[src/rtl/hazard_ctrl_pkg.sv]
// Shared types and constants for the hazard controller: register/forward widths,
// forward-select codes, mul/div sequencer states and the register-compare helper.
package hazard_ctrl_pkg;
  localparam int REG_W = 5;
  localparam int FWD_W = 2;
  localparam int CNT_W = 6;

  localparam logic [FWD_W-1:0] FWD_REG = 2'b00,
                               FWD_WB  = 2'b01,
                               FWD_MEM = 2'b10;

  typedef enum logic [1:0] {
    MD_IDLE = 2'd0,
    MD_BUSY = 2'd1,
    MD_DONE = 2'd2
  } md_state_e;

  // $0 is hardwired to zero, so it never creates a dependency.
  function automatic logic reg_match(input logic [REG_W-1:0] a, input logic [REG_W-1:0] b);
    return (a != '0) && (a == b);
  endfunction
endpackage

[src/rtl/hazard_ctrl_if.sv]
// Pipeline <-> hazard controller bundle: stage register numbers and enables in,
// stall/flush/forward controls and mul/div status out.
interface hazard_ctrl_if;
  import hazard_ctrl_pkg::*;

  logic [REG_W-1:0] rsD, rtD, rsE, rtE;
  logic [REG_W-1:0] writeRegE, writeRegM, writeRegW;
  logic             Regfile_weE, Regfile_weM, Regfile_weW;
  logic             memToRegE, memToRegM;
  logic             branchD, pcSrcD;
  logic             mdStartE, mdOpE, mdUseD;

  logic             stallF, stallD, flushD, flushE;
  logic [FWD_W-1:0] forwardAE, forwardBE;
  logic             forwardAD, forwardBD;
  logic             mdBusy, mdDone;

  modport master (
    output rsD, rtD, rsE, rtE, writeRegE, writeRegM, writeRegW,
           Regfile_weE, Regfile_weM, Regfile_weW, memToRegE, memToRegM,
           branchD, pcSrcD, mdStartE, mdOpE, mdUseD,
    input  stallF, stallD, flushD, flushE, forwardAE, forwardBE,
           forwardAD, forwardBD, mdBusy, mdDone
  );

  modport slave (
    input  rsD, rtD, rsE, rtE, writeRegE, writeRegM, writeRegW,
           Regfile_weE, Regfile_weM, Regfile_weW, memToRegE, memToRegM,
           branchD, pcSrcD, mdStartE, mdOpE, mdUseD,
    output stallF, stallD, flushD, flushE, forwardAE, forwardBE,
           forwardAD, forwardBD, mdBusy, mdDone
  );
endinterface

[src/rtl/hazard_ctrl_md_sequencer.sv]
// Mul/div occupancy tracker: IDLE -> BUSY (cnt down to 0) -> DONE -> IDLE, with
// registered busy/done/last-busy flags.
module hazard_ctrl_md_sequencer
  import hazard_ctrl_pkg::*;
#(
  parameter int MUL_CYCLES = 4,
  parameter int DIV_CYCLES = 32
) (
  input  logic clk,
  input  logic rst,
  input  logic start,
  input  logic op,
  output logic busy,
  output logic done,
  output logic last_busy,
  output logic idle
);
  md_state_e        state_q, state_d;
  logic [CNT_W-1:0] cnt_q, cnt_d, load_val;
  logic             busy_q, busy_d, done_q, done_d, last_q, last_d;

  always_comb begin
    load_val = op ? CNT_W'(DIV_CYCLES - 1) : CNT_W'(MUL_CYCLES - 1);
    state_d  = state_q;
    cnt_d    = cnt_q;
    case (state_q)
      MD_IDLE, MD_DONE: begin
        // A start in DONE goes straight back to BUSY without an IDLE bubble.
        if (start) begin
          state_d = MD_BUSY;
          cnt_d   = load_val;
        end else begin
          state_d = MD_IDLE;
        end
      end
      MD_BUSY: begin
        if (cnt_q == '0) state_d = MD_DONE;
        else             cnt_d   = cnt_q - 1'b1;
      end
      default: state_d = MD_IDLE;
    endcase
    busy_d = (state_d == MD_BUSY);
    done_d = (state_d == MD_DONE);
    last_d = busy_d && (cnt_d == '0);
  end

  always_ff @(posedge clk) begin
    if (rst) begin
      state_q <= MD_IDLE;
      cnt_q   <= '0;
      busy_q  <= 1'b0;
      done_q  <= 1'b0;
      last_q  <= 1'b0;
    end else begin
      state_q <= state_d;
      cnt_q   <= cnt_d;
      busy_q  <= busy_d;
      done_q  <= done_d;
      last_q  <= last_d;
    end
  end

  assign busy      = busy_q;
  assign done      = done_q;
  assign last_busy = last_q;
  assign idle      = ~busy_q & ~done_q;
endmodule

[src/rtl/hazard_ctrl.sv]
// Hazard controller for the 5-stage core: load-use/branch/mul-div stalls, flushes
// and operand forwarding. Define HAZARD_FWD_EN to enable forwarding; otherwise
// forwards are tied off and any in-flight RAW on an ID source stalls.
module hazard_ctrl
  import hazard_ctrl_pkg::*;
#(
  parameter int MUL_CYCLES = 4,
  parameter int DIV_CYCLES = 32
) (
  input  logic         clk,
  input  logic         rst,
  hazard_ctrl_if.slave hif
);
  logic             lw_stall, br_stall, md_stall, raw_stall, stall;
  logic [FWD_W-1:0] fwd_a_e, fwd_b_e;
  logic             fwd_a_d, fwd_b_d;
  logic             md_busy, md_done, md_last, md_idle;
  logic             hitE, hitM, hitW;

  hazard_ctrl_md_sequencer #(
    .MUL_CYCLES(MUL_CYCLES),
    .DIV_CYCLES(DIV_CYCLES)
  ) u_md (
    .clk       (clk),
    .rst       (rst),
    .start     (hif.mdStartE),
    .op        (hif.mdOpE),
    .busy      (md_busy),
    .done      (md_done),
    .last_busy (md_last),
    .idle      (md_idle)
  );

  always_comb begin
    hitE = reg_match(hif.writeRegE, hif.rsD) | reg_match(hif.writeRegE, hif.rtD);
    hitM = reg_match(hif.writeRegM, hif.rsD) | reg_match(hif.writeRegM, hif.rtD);
    hitW = reg_match(hif.writeRegW, hif.rsD) | reg_match(hif.writeRegW, hif.rtD);

    lw_stall = hif.memToRegE & hitE;
    br_stall = hif.branchD & ((hif.Regfile_weE & hitE) | (hif.memToRegM & hitM));
    // The final BUSY cycle releases the consumer so it reaches EX as the result lands.
    md_stall = hif.mdUseD & ~md_idle & ~md_last;

`ifdef HAZARD_FWD_EN
    raw_stall = 1'b0;
    fwd_a_e = (hif.Regfile_weM & reg_match(hif.writeRegM, hif.rsE)) ? FWD_MEM :
              (hif.Regfile_weW & reg_match(hif.writeRegW, hif.rsE)) ? FWD_WB  : FWD_REG;
    fwd_b_e = (hif.Regfile_weM & reg_match(hif.writeRegM, hif.rtE)) ? FWD_MEM :
              (hif.Regfile_weW & reg_match(hif.writeRegW, hif.rtE)) ? FWD_WB  : FWD_REG;
    fwd_a_d = hif.Regfile_weM & ~hif.memToRegM & reg_match(hif.writeRegM, hif.rsD);
    fwd_b_d = hif.Regfile_weM & ~hif.memToRegM & reg_match(hif.writeRegM, hif.rtD);
`else
    raw_stall = (hif.Regfile_weE & hitE) | (hif.Regfile_weM & hitM) | (hif.Regfile_weW & hitW);
    fwd_a_e   = FWD_REG;
    fwd_b_e   = FWD_REG;
    fwd_a_d   = 1'b0;
    fwd_b_d   = 1'b0;
`endif
    stall = lw_stall | br_stall | md_stall | raw_stall;
  end

`ifndef HAZARD_FWD_EN
  logic unused_ex_srcs;
  assign unused_ex_srcs = ^{hif.rsE, hif.rtE};
`endif

  // Every output is forced low while reset is asserted, including the registered ones.
  assign hif.stallF    = stall & ~rst;
  assign hif.stallD    = stall & ~rst;
  assign hif.flushE    = stall & ~rst;
  assign hif.flushD    = hif.pcSrcD & ~stall & ~rst;
  assign hif.forwardAE = rst ? FWD_REG : fwd_a_e;
  assign hif.forwardBE = rst ? FWD_REG : fwd_b_e;
  assign hif.forwardAD = fwd_a_d & ~rst;
  assign hif.forwardBD = fwd_b_d & ~rst;
  assign hif.mdBusy    = md_busy & ~rst;
  assign hif.mdDone    = md_done & ~rst;
endmodule

[src/flat_wrapper.sv]
// flat-port wrapper written by rule: the top's interface ports become plain ports
module hazard_ctrl_flat import hazard_ctrl_pkg::*;
#(
  parameter int MUL_CYCLES = 4,
  parameter int DIV_CYCLES = 32
)
  (clk, rst, hif_rsD, hif_rtD, hif_rsE, hif_rtE, hif_writeRegE, hif_writeRegM, hif_writeRegW, hif_Regfile_weE, hif_Regfile_weM, hif_Regfile_weW, hif_memToRegE, hif_memToRegM, hif_branchD, hif_pcSrcD, hif_mdStartE, hif_mdOpE, hif_mdUseD, hif_stallF, hif_stallD, hif_flushD, hif_flushE, hif_forwardAE, hif_forwardBE, hif_forwardAD, hif_forwardBD, hif_mdBusy, hif_mdDone);
  hazard_ctrl_if hif_i ();
  input  logic clk;
  input  logic rst;
  input wire logic [$bits(hif_i.rsD)-1:0] hif_rsD;
  input wire logic [$bits(hif_i.rtD)-1:0] hif_rtD;
  input wire logic [$bits(hif_i.rsE)-1:0] hif_rsE;
  input wire logic [$bits(hif_i.rtE)-1:0] hif_rtE;
  input wire logic [$bits(hif_i.writeRegE)-1:0] hif_writeRegE;
  input wire logic [$bits(hif_i.writeRegM)-1:0] hif_writeRegM;
  input wire logic [$bits(hif_i.writeRegW)-1:0] hif_writeRegW;
  input wire logic [$bits(hif_i.Regfile_weE)-1:0] hif_Regfile_weE;
  input wire logic [$bits(hif_i.Regfile_weM)-1:0] hif_Regfile_weM;
  input wire logic [$bits(hif_i.Regfile_weW)-1:0] hif_Regfile_weW;
  input wire logic [$bits(hif_i.memToRegE)-1:0] hif_memToRegE;
  input wire logic [$bits(hif_i.memToRegM)-1:0] hif_memToRegM;
  input wire logic [$bits(hif_i.branchD)-1:0] hif_branchD;
  input wire logic [$bits(hif_i.pcSrcD)-1:0] hif_pcSrcD;
  input wire logic [$bits(hif_i.mdStartE)-1:0] hif_mdStartE;
  input wire logic [$bits(hif_i.mdOpE)-1:0] hif_mdOpE;
  input wire logic [$bits(hif_i.mdUseD)-1:0] hif_mdUseD;
  output wire logic [$bits(hif_i.stallF)-1:0] hif_stallF;
  output wire logic [$bits(hif_i.stallD)-1:0] hif_stallD;
  output wire logic [$bits(hif_i.flushD)-1:0] hif_flushD;
  output wire logic [$bits(hif_i.flushE)-1:0] hif_flushE;
  output wire logic [$bits(hif_i.forwardAE)-1:0] hif_forwardAE;
  output wire logic [$bits(hif_i.forwardBE)-1:0] hif_forwardBE;
  output wire logic [$bits(hif_i.forwardAD)-1:0] hif_forwardAD;
  output wire logic [$bits(hif_i.forwardBD)-1:0] hif_forwardBD;
  output wire logic [$bits(hif_i.mdBusy)-1:0] hif_mdBusy;
  output wire logic [$bits(hif_i.mdDone)-1:0] hif_mdDone;
  assign hif_i.rsD = hif_rsD;
  assign hif_i.rtD = hif_rtD;
  assign hif_i.rsE = hif_rsE;
  assign hif_i.rtE = hif_rtE;
  assign hif_i.writeRegE = hif_writeRegE;
  assign hif_i.writeRegM = hif_writeRegM;
  assign hif_i.writeRegW = hif_writeRegW;
  assign hif_i.Regfile_weE = hif_Regfile_weE;
  assign hif_i.Regfile_weM = hif_Regfile_weM;
  assign hif_i.Regfile_weW = hif_Regfile_weW;
  assign hif_i.memToRegE = hif_memToRegE;
  assign hif_i.memToRegM = hif_memToRegM;
  assign hif_i.branchD = hif_branchD;
  assign hif_i.pcSrcD = hif_pcSrcD;
  assign hif_i.mdStartE = hif_mdStartE;
  assign hif_i.mdOpE = hif_mdOpE;
  assign hif_i.mdUseD = hif_mdUseD;
  assign hif_stallF = hif_i.stallF;
  assign hif_stallD = hif_i.stallD;
  assign hif_flushD = hif_i.flushD;
  assign hif_flushE = hif_i.flushE;
  assign hif_forwardAE = hif_i.forwardAE;
  assign hif_forwardBE = hif_i.forwardBE;
  assign hif_forwardAD = hif_i.forwardAD;
  assign hif_forwardBD = hif_i.forwardBD;
  assign hif_mdBusy = hif_i.mdBusy;
  assign hif_mdDone = hif_i.mdDone;
  hazard_ctrl #(.MUL_CYCLES(MUL_CYCLES), .DIV_CYCLES(DIV_CYCLES)) u_core (.clk(clk), .rst(rst), .hif(hif_i));
endmodule
[config.mk]
export PLATFORM = sky130hd
export DESIGN_NAME = hazard_ctrl_flat
export DESIGN_NICKNAME = d
export VERILOG_FILES = /design/src/rtl/hazard_ctrl_pkg.sv /design/src/rtl/hazard_ctrl_if.sv /design/src/rtl/hazard_ctrl_md_sequencer.sv /design/src/rtl/hazard_ctrl.sv /design/src/flat_wrapper.sv
export SDC_FILE = /design/constraint.sdc
export NUM_CORES = 1
export LEC_CHECK = 0
export BUFFER_PORTS_ARGS = -buffer_cell sky130_fd_sc_hd__buf_4
export CAP_MARGIN = 25
export CORE_MARGIN = 2
export CORE_UTILIZATION = 40
export DETAILED_ROUTE_END_ITERATION = 8
export PLACE_DENSITY = 0.83
export SLEW_MARGIN = 20
export SYNTH_ARGS = -nofsm -noshare
export SYNTH_HDL_FRONTEND = slang
export SYNTH_SLANG_ARGS = --single-unit
[constraint.sdc]
create_clock -name clk -period 1.7 [get_ports clk]
set_input_delay 0.34 -clock clk [delete_from_list [all_inputs] [get_ports clk]]
set_output_delay 0.34 -clock clk [all_outputs]
set_load 0.005 [all_outputs]
==> results of run 1 <==
cells in the mapped netlist (all sizes together):
cell type  count
or3            1
a21boi         1
nand3          7
mux2           1
conb           1
clkbuf         1
nor4b          1
a211oi         3
xnor2         26
inv            3
mux2i          3
ha             2
a21oi          5
nor2           9
a22oi          2
and4           1
xor2           4
o22ai          3
nor3          11
nor4           1
or4            2
nand2         10
buf            9
o211ai         1
nor2b          8
a31oi          2
nand2b         2
o221ai         3
dfxtp         11
power by group through the flow:
stage	combinational (mW)	clock, mW	sequential (mW)
2_1_floorplan	0.254	0	0.312
3_3_place_gp	0.388	0	0.319
3_5_place_dp	0.400	0	0.322
4_1_cts	0.413	0.183	0.316
5_1_grt	0.525	0.198	0.320
6_report	0.488	0.178	0.317
sequential cells by signal, summed over array words and instances, names as in the netlist:
name	cells
u_core.u_md.cnt_q	6
u_core.u_md.busy	1
u_core.u_md.state_q	2
u_core.u_md.last_busy	1
u_core.u_md.done	1
area by class of cell:
type	count	area [um^2]
fillers	216	858
repair buffers	50	424
flip-flops and latches	11	220
multi-input cells	115	922
well taps	30	37.5
inverters	3	11.3
clock buffers	4	26.3
layer usage:
metal	vias up	part of all wire (%)	GRT usage [%]
met3	5	7.9	4.42
met4	0	1.1	8.01
li1	553	-	-
met5	-	0	0
met1	545	37	21.1
met2	70	54	34.2
logic make-up (layout without fill, tap and decap cells):
| kind of cell | Yosys count | count (layout) | synth area share, % |
|---|---|---|---|
| buf+inv | 13 | 57 | 7.52 |
| flops | 11 | 11 | 20.7 |
| fa+ha+maj | 2 | 2 | 2.35 |
| simple gates | 53 | 53 | 26.9 |
| compound gates | 20 | 20 | 13.6 |
| xor+xnor | 30 | 30 | 24.7 |
| mux | 4 | 4 | 3.88 |
| other cells | 1 | 6 | 0.352 |
final timing paths:
path / start / to / slack (ns) / cells after the start
setup / recovery: hif_writeRegW[2] / hif_flushD / -0.16 / 5
hold / removal: rst / u_core.u_md.cnt_q[4]$_SDFF_PP0_ / 0.36 / 2
setup reg to reg: u_core.u_md.cnt_q[1]$_SDFF_PP0_ / u_core.u_md.cnt_q[3]$_SDFF_PP0_ / 0.01 / 7
hold reg to reg: u_core.u_md.cnt_q[0]$_SDFF_PP0_ / u_core.u_md.cnt_q[0]$_SDFF_PP0_ / 0.59 / 2
stage by stage:
stage	util, %	total power [mW]	hold WS (ns)	std cells
6_report	65.7	0.984	0.359	213
5_1_grt	65.7	1.04	0.373	213
4_1_cts	59.5	0.912	0.344	212
3_5_place_dp	56.8	0.722	0.571	208
3_3_place_gp	56.8	0.707	0.554	208
2_1_floorplan	-	0.566	0.412	139
timing repair:
| item | 4_1_cts | 5_1_grt |
|---|---|---|
| endpoints found under the hold margin | 0 | 0 |
| buffers inserted | 0 | 1 |
| pin swaps | 4 | 7 |
| setup endpoints to repair | 4 | 7 |
| gates resized for setup | 7 | 29 |
layout by cell type, fill, tap and decap left out, types with 2 or more instances in the layout:
master | netlist | routed
a211oi_1 | 3 | 3
xnor2_1 | 26 | 23
nor2_1 | 9 | 9
nand2b_1 | 2 | 2
o221ai_4 | 0 | 2
xnor2_2 | 0 | 3
inv_1 | 3 | 3
a22oi_1 | 2 | 2
xor2_2 | 0 | 2
conb_1 | 1 | 6
nand3_1 | 7 | 6
nor2b_1 | 8 | 7
or4_4 | 0 | 2
buf_6 | 0 | 9
clkbuf_4 | 0 | 3
nand2_1 | 10 | 10
buf_4 | 8 | 39
xor2_1 | 4 | 2
nor3_4 | 1 | 2
o22ai_1 | 3 | 2
nor3_1 | 10 | 7
dfxtp_1 | 11 | 11
a21oi_1 | 4 | 4
nor3_2 | 0 | 2
buf_8 | 0 | 2
mux2i_1 | 3 | 3
worst max-delay path: stages:
cell	delay [ns]
buf_8	0.10
or4_4	0.54
o221ai_4	0.21
and4_1	0.22
buf_4	0.11
==> summary.txt, run 1 <==
Outcome
  • Status: complete, but fails checks
  • Failing checks: setup timing

Clock tree
  • Clock Tree Root: clkbuf_4
  • Worst-case clock buffer depth: 2
  • Hold-fix buffers, CTS: 0
  • CTS tree: done
  • CTS Buf Count: 3
  • H-tree Lvls: 1
  • Latest clock arrival within the worst-skew pair: 0.27 ns
  • Clk slew on worst S/H paths: 0.07 ns
  • CTS sink cnt: 11

Die
  • FP Rows: 18
  • Die Wd: 55.6 um
  • Initial Util: 42.6%
  • Die Y-Extent: 55.6 um
  • Core Box Area: 0.00250 mm^2
  • I/O pin total: 59
  • Die area: 0.00309 mm^2

Routing
  • Total number of vias: 1173
  • Avg WL per Cell: 15.7 um
  • DRT Pass-1 Iters: 4
  • Drc violations: 0
  • ANT nets after route: 0
  • Initial drt markers: 33
  • Drt total wl: 3340 um
  • Vias per std cell: 5.51

Placed design
  • Gp weighted congestion: 0.938
  • DP Worst Slack: -0.226 ns
  • I/O Buffers: 42
  • Dpl cell area: 0.00142 mm^2
  • Post-DP HPWL: 2310 um

Global routing
  • Total gr overflow: 0
  • Vias in the first global route: 1089
  • Overall Global Routing Usage: 19.0%
  • Largest net degree at the start of global routing: 16
  • Initial antenna violation count: 0
  • First-pass GRT wire length: 4730 um

Hold path
  • Hold/Removal Path Class: primary input to flop

Yosys
  • Seq/Total Area, Yosys: 20.7%
  • Synthesis Warnings: 0
  • Syn Area/Cell: 7.95 um^2
  • Area leader, netlist: xnor2_1
  • Synth Instances: 134
  • Post-Syn Area: 0.00106 mm^2
  • Top post-synthesis cells by area: xnor2_1 (21%), dfxtp_1 (21%), buf_4 (5.6%)
  • Top-area cell type share of the netlist area: 21.4%
  • Synth cell types: 33
  • Synth Register Bits: 11

STA
  • Post-route minimum period: 1.86 ns
  • Layout Skew: 0.00732 ns
  • Setup slack after layout: -0.158 ns
  • Number of setup violations in the final report: 4
  • Final Cycle Share: 109%
  • Final Hold Fails: 0
  • Final Max Slew Viols: 0
  • Setup_tns: -0.599 ns
  • Peak Freq: 538 MHz
  • RSZ-0062 raised after global routing: yes

Pwr
  • Clock power share: 18.1%
  • Pwr dens: 599 mW/mm^2
  • Worst IR Drop VDD: 550 uV
  • Reg power frac: 32.3%
  • Static Leakage: 0.655 nW
  • Switching Share: 36.1%
  • Internal power: 629 uW
  • Comb pwr share: 49.6%
  • Net Sw Power: 355 uW

Critical path
  • Crit path capture type: output pin
  • Data arrival, critical path: 1.52 ns
  • Worst Path Required: 1.36 ns
  • WS Path Type: primary input to output pin
  • Startpoint class of the critical path: primary input
  • Worst Path Max Fanout: 3

Run
  • Max cap viols: 0

Cells and area
  • Area growth, synth to finish: 54.2%
  • Ratio of cells with drive above 1 in the final layout: 39.9%
  • ANT cells: 0
  • Final net count: 233
  • Post-route cell area: 0.00164 mm^2
No activity file was read; power rests on OpenSTA's default activity.
==> inputs of run 2 (changes only) <==
--- a/config.mk
+++ b/config.mk
@@ -11,6 +11,7 @@
 export CORE_UTILIZATION = 40
 export DETAILED_ROUTE_END_ITERATION = 8
 export PLACE_DENSITY = 0.83
+export RECOVER_POWER = 50
 export SLEW_MARGIN = 20
 export SYNTH_ARGS = -nofsm -noshare
 export SYNTH_HDL_FRONTEND = slang
==> run 2 against run 1 <==
The flow still finishes with violations (setup timing). Combinational power decreased by 2%. Critical path depth unchanged. Routed wire length decreased by 0.18%. Utilization decreased by 0.30 points.
==> summary.txt, run 2 (synthesized netlist as in run 1, its figures left out) <==
Outcome
  • Status: complete, but fails checks
  • Failing checks: setup timing

Critical path
  • Worst-path cell chain: buf_8 -> or4_4 -> o221ai_4 -> and4_1 -> buf_4
  • Cell count of the worst reg-to-reg path: 7 (unchanged)
  • Crit path capture type: output pin
  • WS Path Type: primary input to output pin
  • RR Startpoint: u_core.u_md.cnt_q[1]$_SDFF_PP0_
  • R2r setup slk: 0.05 ns (+0.04 ns)
  • Critical path buffer and inverter count: 2 (unchanged)
  • Crit path max-delay family: simple AND/OR/NAND/NOR gates
  • RR Endpoint: u_core.u_md.cnt_q[3]$_SDFF_PP0_
  • Data arrival, critical path: 1.52 ns (about the same)
  • Slowest-stage cell, CP: or4_4
  • Worst Path Max Fanout: 3 (unchanged)
  • Worst Path Required: 1.36 ns (about the same)
  • CP peak stage delay: 0.54 ns (about the same)
  • Startpoint class of the critical path: primary input

Die
  • Core Box Area: 0.00250 mm^2 (unchanged)
  • Die Wd: 55.6 um (unchanged)
  • Die Y-Extent: 55.6 um (unchanged)
  • I/O pin total: 59 (unchanged)
  • Die area: 0.00309 mm^2 (unchanged)
  • Initial Util: 42.6% (unchanged)
  • FP Rows: 18 (unchanged)

Global routing
  • Largest net degree at the start of global routing: 16 (unchanged)
  • Overall Global Routing Usage: 19.0% (unchanged)
  • First-pass GRT wire length: 4730 um (unchanged)
  • Total gr overflow: 0 (unchanged)
  • Initial antenna violation count: 0 (unchanged)
  • Vias in the first global route: 1089 (unchanged)

Routing
  • Initial drt markers: 38 (+15%)
  • ANT nets after route: 0 (unchanged)
  • Drt total wl: 3330 um (-0.18%)
  • Vias per std cell: 5.47 (-0.68%)
  • Total number of vias: 1165 (-0.68%)
  • DRT Pass-1 Iters: 4 (unchanged)
  • Avg WL per Cell: 15.6 um (-0.18%)
  • Drc violations: 0 (unchanged)

Cells and area
  • Max FFs per register: 6 (unchanged)
  • ANT cells: 0 (unchanged)
  • Post-route cell area: 0.00163 mm^2 (-0.46%)
  • Largest registers: u_core.u_md.cnt_q: 6 flops, u_core.u_md.state_q: 2 flops
  • Most flops, register: u_core.u_md.cnt_q
  • Most frequent cells in the layout: buf_4 (37), xnor2_1 (23), dfxtp_1 (11), nand2_1 (10)
  • Ratio of cells with drive above 1 in the final layout: 39.9% (unchanged)
  • Final net count: 233 (unchanged)
  • Area growth, synth to finish: 53.5%
  • Most common cell after layout, fill and taps aside: buf_4

Clock tree
  • Hold-fix buffers, CTS: 0 (unchanged)
  • CTS tree: done
  • CTS Buf Count: 3 (unchanged)
  • Clk slew on worst S/H paths: 0.07 ns (about the same)
  • Clock Tree Root: clkbuf_4
  • CTS sink cnt: 11 (unchanged)
  • Latest clock arrival within the worst-skew pair: 0.27 ns (about the same)
  • Worst-case clock buffer depth: 2 (unchanged)
  • H-tree Lvls: 1 (unchanged)

STA
  • Setup slack after layout: -0.158 ns (unchanged)
  • Layout Skew: 0.00816 ns (+0.000840 ns)
  • Final Max Slew Viols: 0 (unchanged)
  • Post-route minimum period: 1.86 ns (unchanged)
  • Final Cycle Share: 109% (unchanged)
  • Final Hold Fails: 0 (unchanged)
  • Number of setup violations in the final report: 4 (unchanged)
  • RSZ-0062 raised after global routing: yes
  • Peak Freq: 538 MHz (unchanged)

Pwr
  • Worst IR Drop VDD: 552 uV (+0.37%)
  • Pwr dens: 598 mW/mm^2 (-0.23%)
  • Tot Pwr: 977 uW (-0.69%)
  • Static Leakage: 0.653 nW (-0.35%)

Placed design
  • I/O Buffers: 42 (unchanged)
  • Dpl cell area: 0.00142 mm^2 (unchanged)
  • Gp weighted congestion: 0.938 (unchanged)
  • Post-DP HPWL: 2310 um (unchanged)

Hold path
  • Hold/Removal Path Class: primary input to flop
  • WHS Path Cells: 2 (unchanged)
  • Hold wc startpoint: rst
  • WHS Endpoint: u_core.u_md.cnt_q[4]$_SDFF_PP0_

Run
  • Max cap viols: 0 (unchanged)
## run 2: cell count changes in the layout (fill, tap and decap cells not counted), sizes merged
cell    before  now
clkbuf       4    6
buf         50   48
## run 2: timing repair
| item | CTS | global route |
|---|---|---|
| resized for setup | 7 | 29 |
| hold endpoints to repair | 0 | 0 |
| endpoints found under the setup margin | 4 | 7 |
| setup buffers | 0 | 1 |
| pin swaps | 4 | 7 |
## run 2: worst max path at each step
stage                                start         end  slack, ns  depth (start not counted)
after floorplan           hif_writeRegE[0]  hif_stallD      0.008                          4
after global placement    hif_writeRegE[0]  hif_flushD      -0.20                          5
after detailed placement  hif_writeRegE[0]  hif_stallF      -0.23                          5
after CTS                 hif_writeRegE[4]  hif_flushD      -0.14                          5
after global routing            hif_rtD[0]  hif_stallF      -0.21                          7
final                     hif_writeRegW[2]  hif_flushD      -0.16                          5
## run 2: metrics by stage
stage / setup slack, ns / std cells / TNS, ns / hold slack [ns] / utilization (%)
6_report: -0.158 / 213 / -0.600 / 0.357 / 65.4
4_1_cts: -0.144 / 212 / -0.518 / 0.344 / 59.5
3_3_place_gp: -0.204 / 208 / -0.805 / 0.554 / 56.8
2_1_floorplan: 0.00822 / 139 / 0 / 0.412 / -
5_1_grt: -0.213 / 213 / -0.917 / 0.373 / 65.4
3_5_place_dp: -0.226 / 208 / -0.885 / 0.571 / 56.8
## run 2: cell type report
cell class              count  area (um^2)
inverters                   3         11.3
clock buffers               4         26.3
multi-input cells         115          915
well taps                  30         37.5
flip-flops and latches     11          220
repair buffers             50          424
fillers                   218          866
## run 2: worst register-to-register path: cells and delay by family (launching register included)
family / cells / cell delay [ns]
AO/OA/AOI/OAI: 2 / 0.41
AND/OR/NAND/NOR: 3 / 0.52
flip-flops: 1 / 0.35
adder cells (fa/ha/maj): 1 / 0.19
buffers and inverters: 1 / 0.10
## run 2: power by group
part | leakage, nW | internal, mW | total (mW) | switching, mW
clock network | 0.0150 | 0.0910 | 0.179 | 0.0884
logic | 0.547 | 0.254 | 0.480 | 0.226
registers | 0.0905 | 0.282 | 0.318 | 0.0363
## run 2: per-layer routing
metal	part of all wire, %	vias up	GRT usage [%]
li1	-	556	-
met5	0	-	0
met4	1.1	0	8.01
met2	54	55	34.2
met1	37	549	21.1
met3	7.3	5	4.42
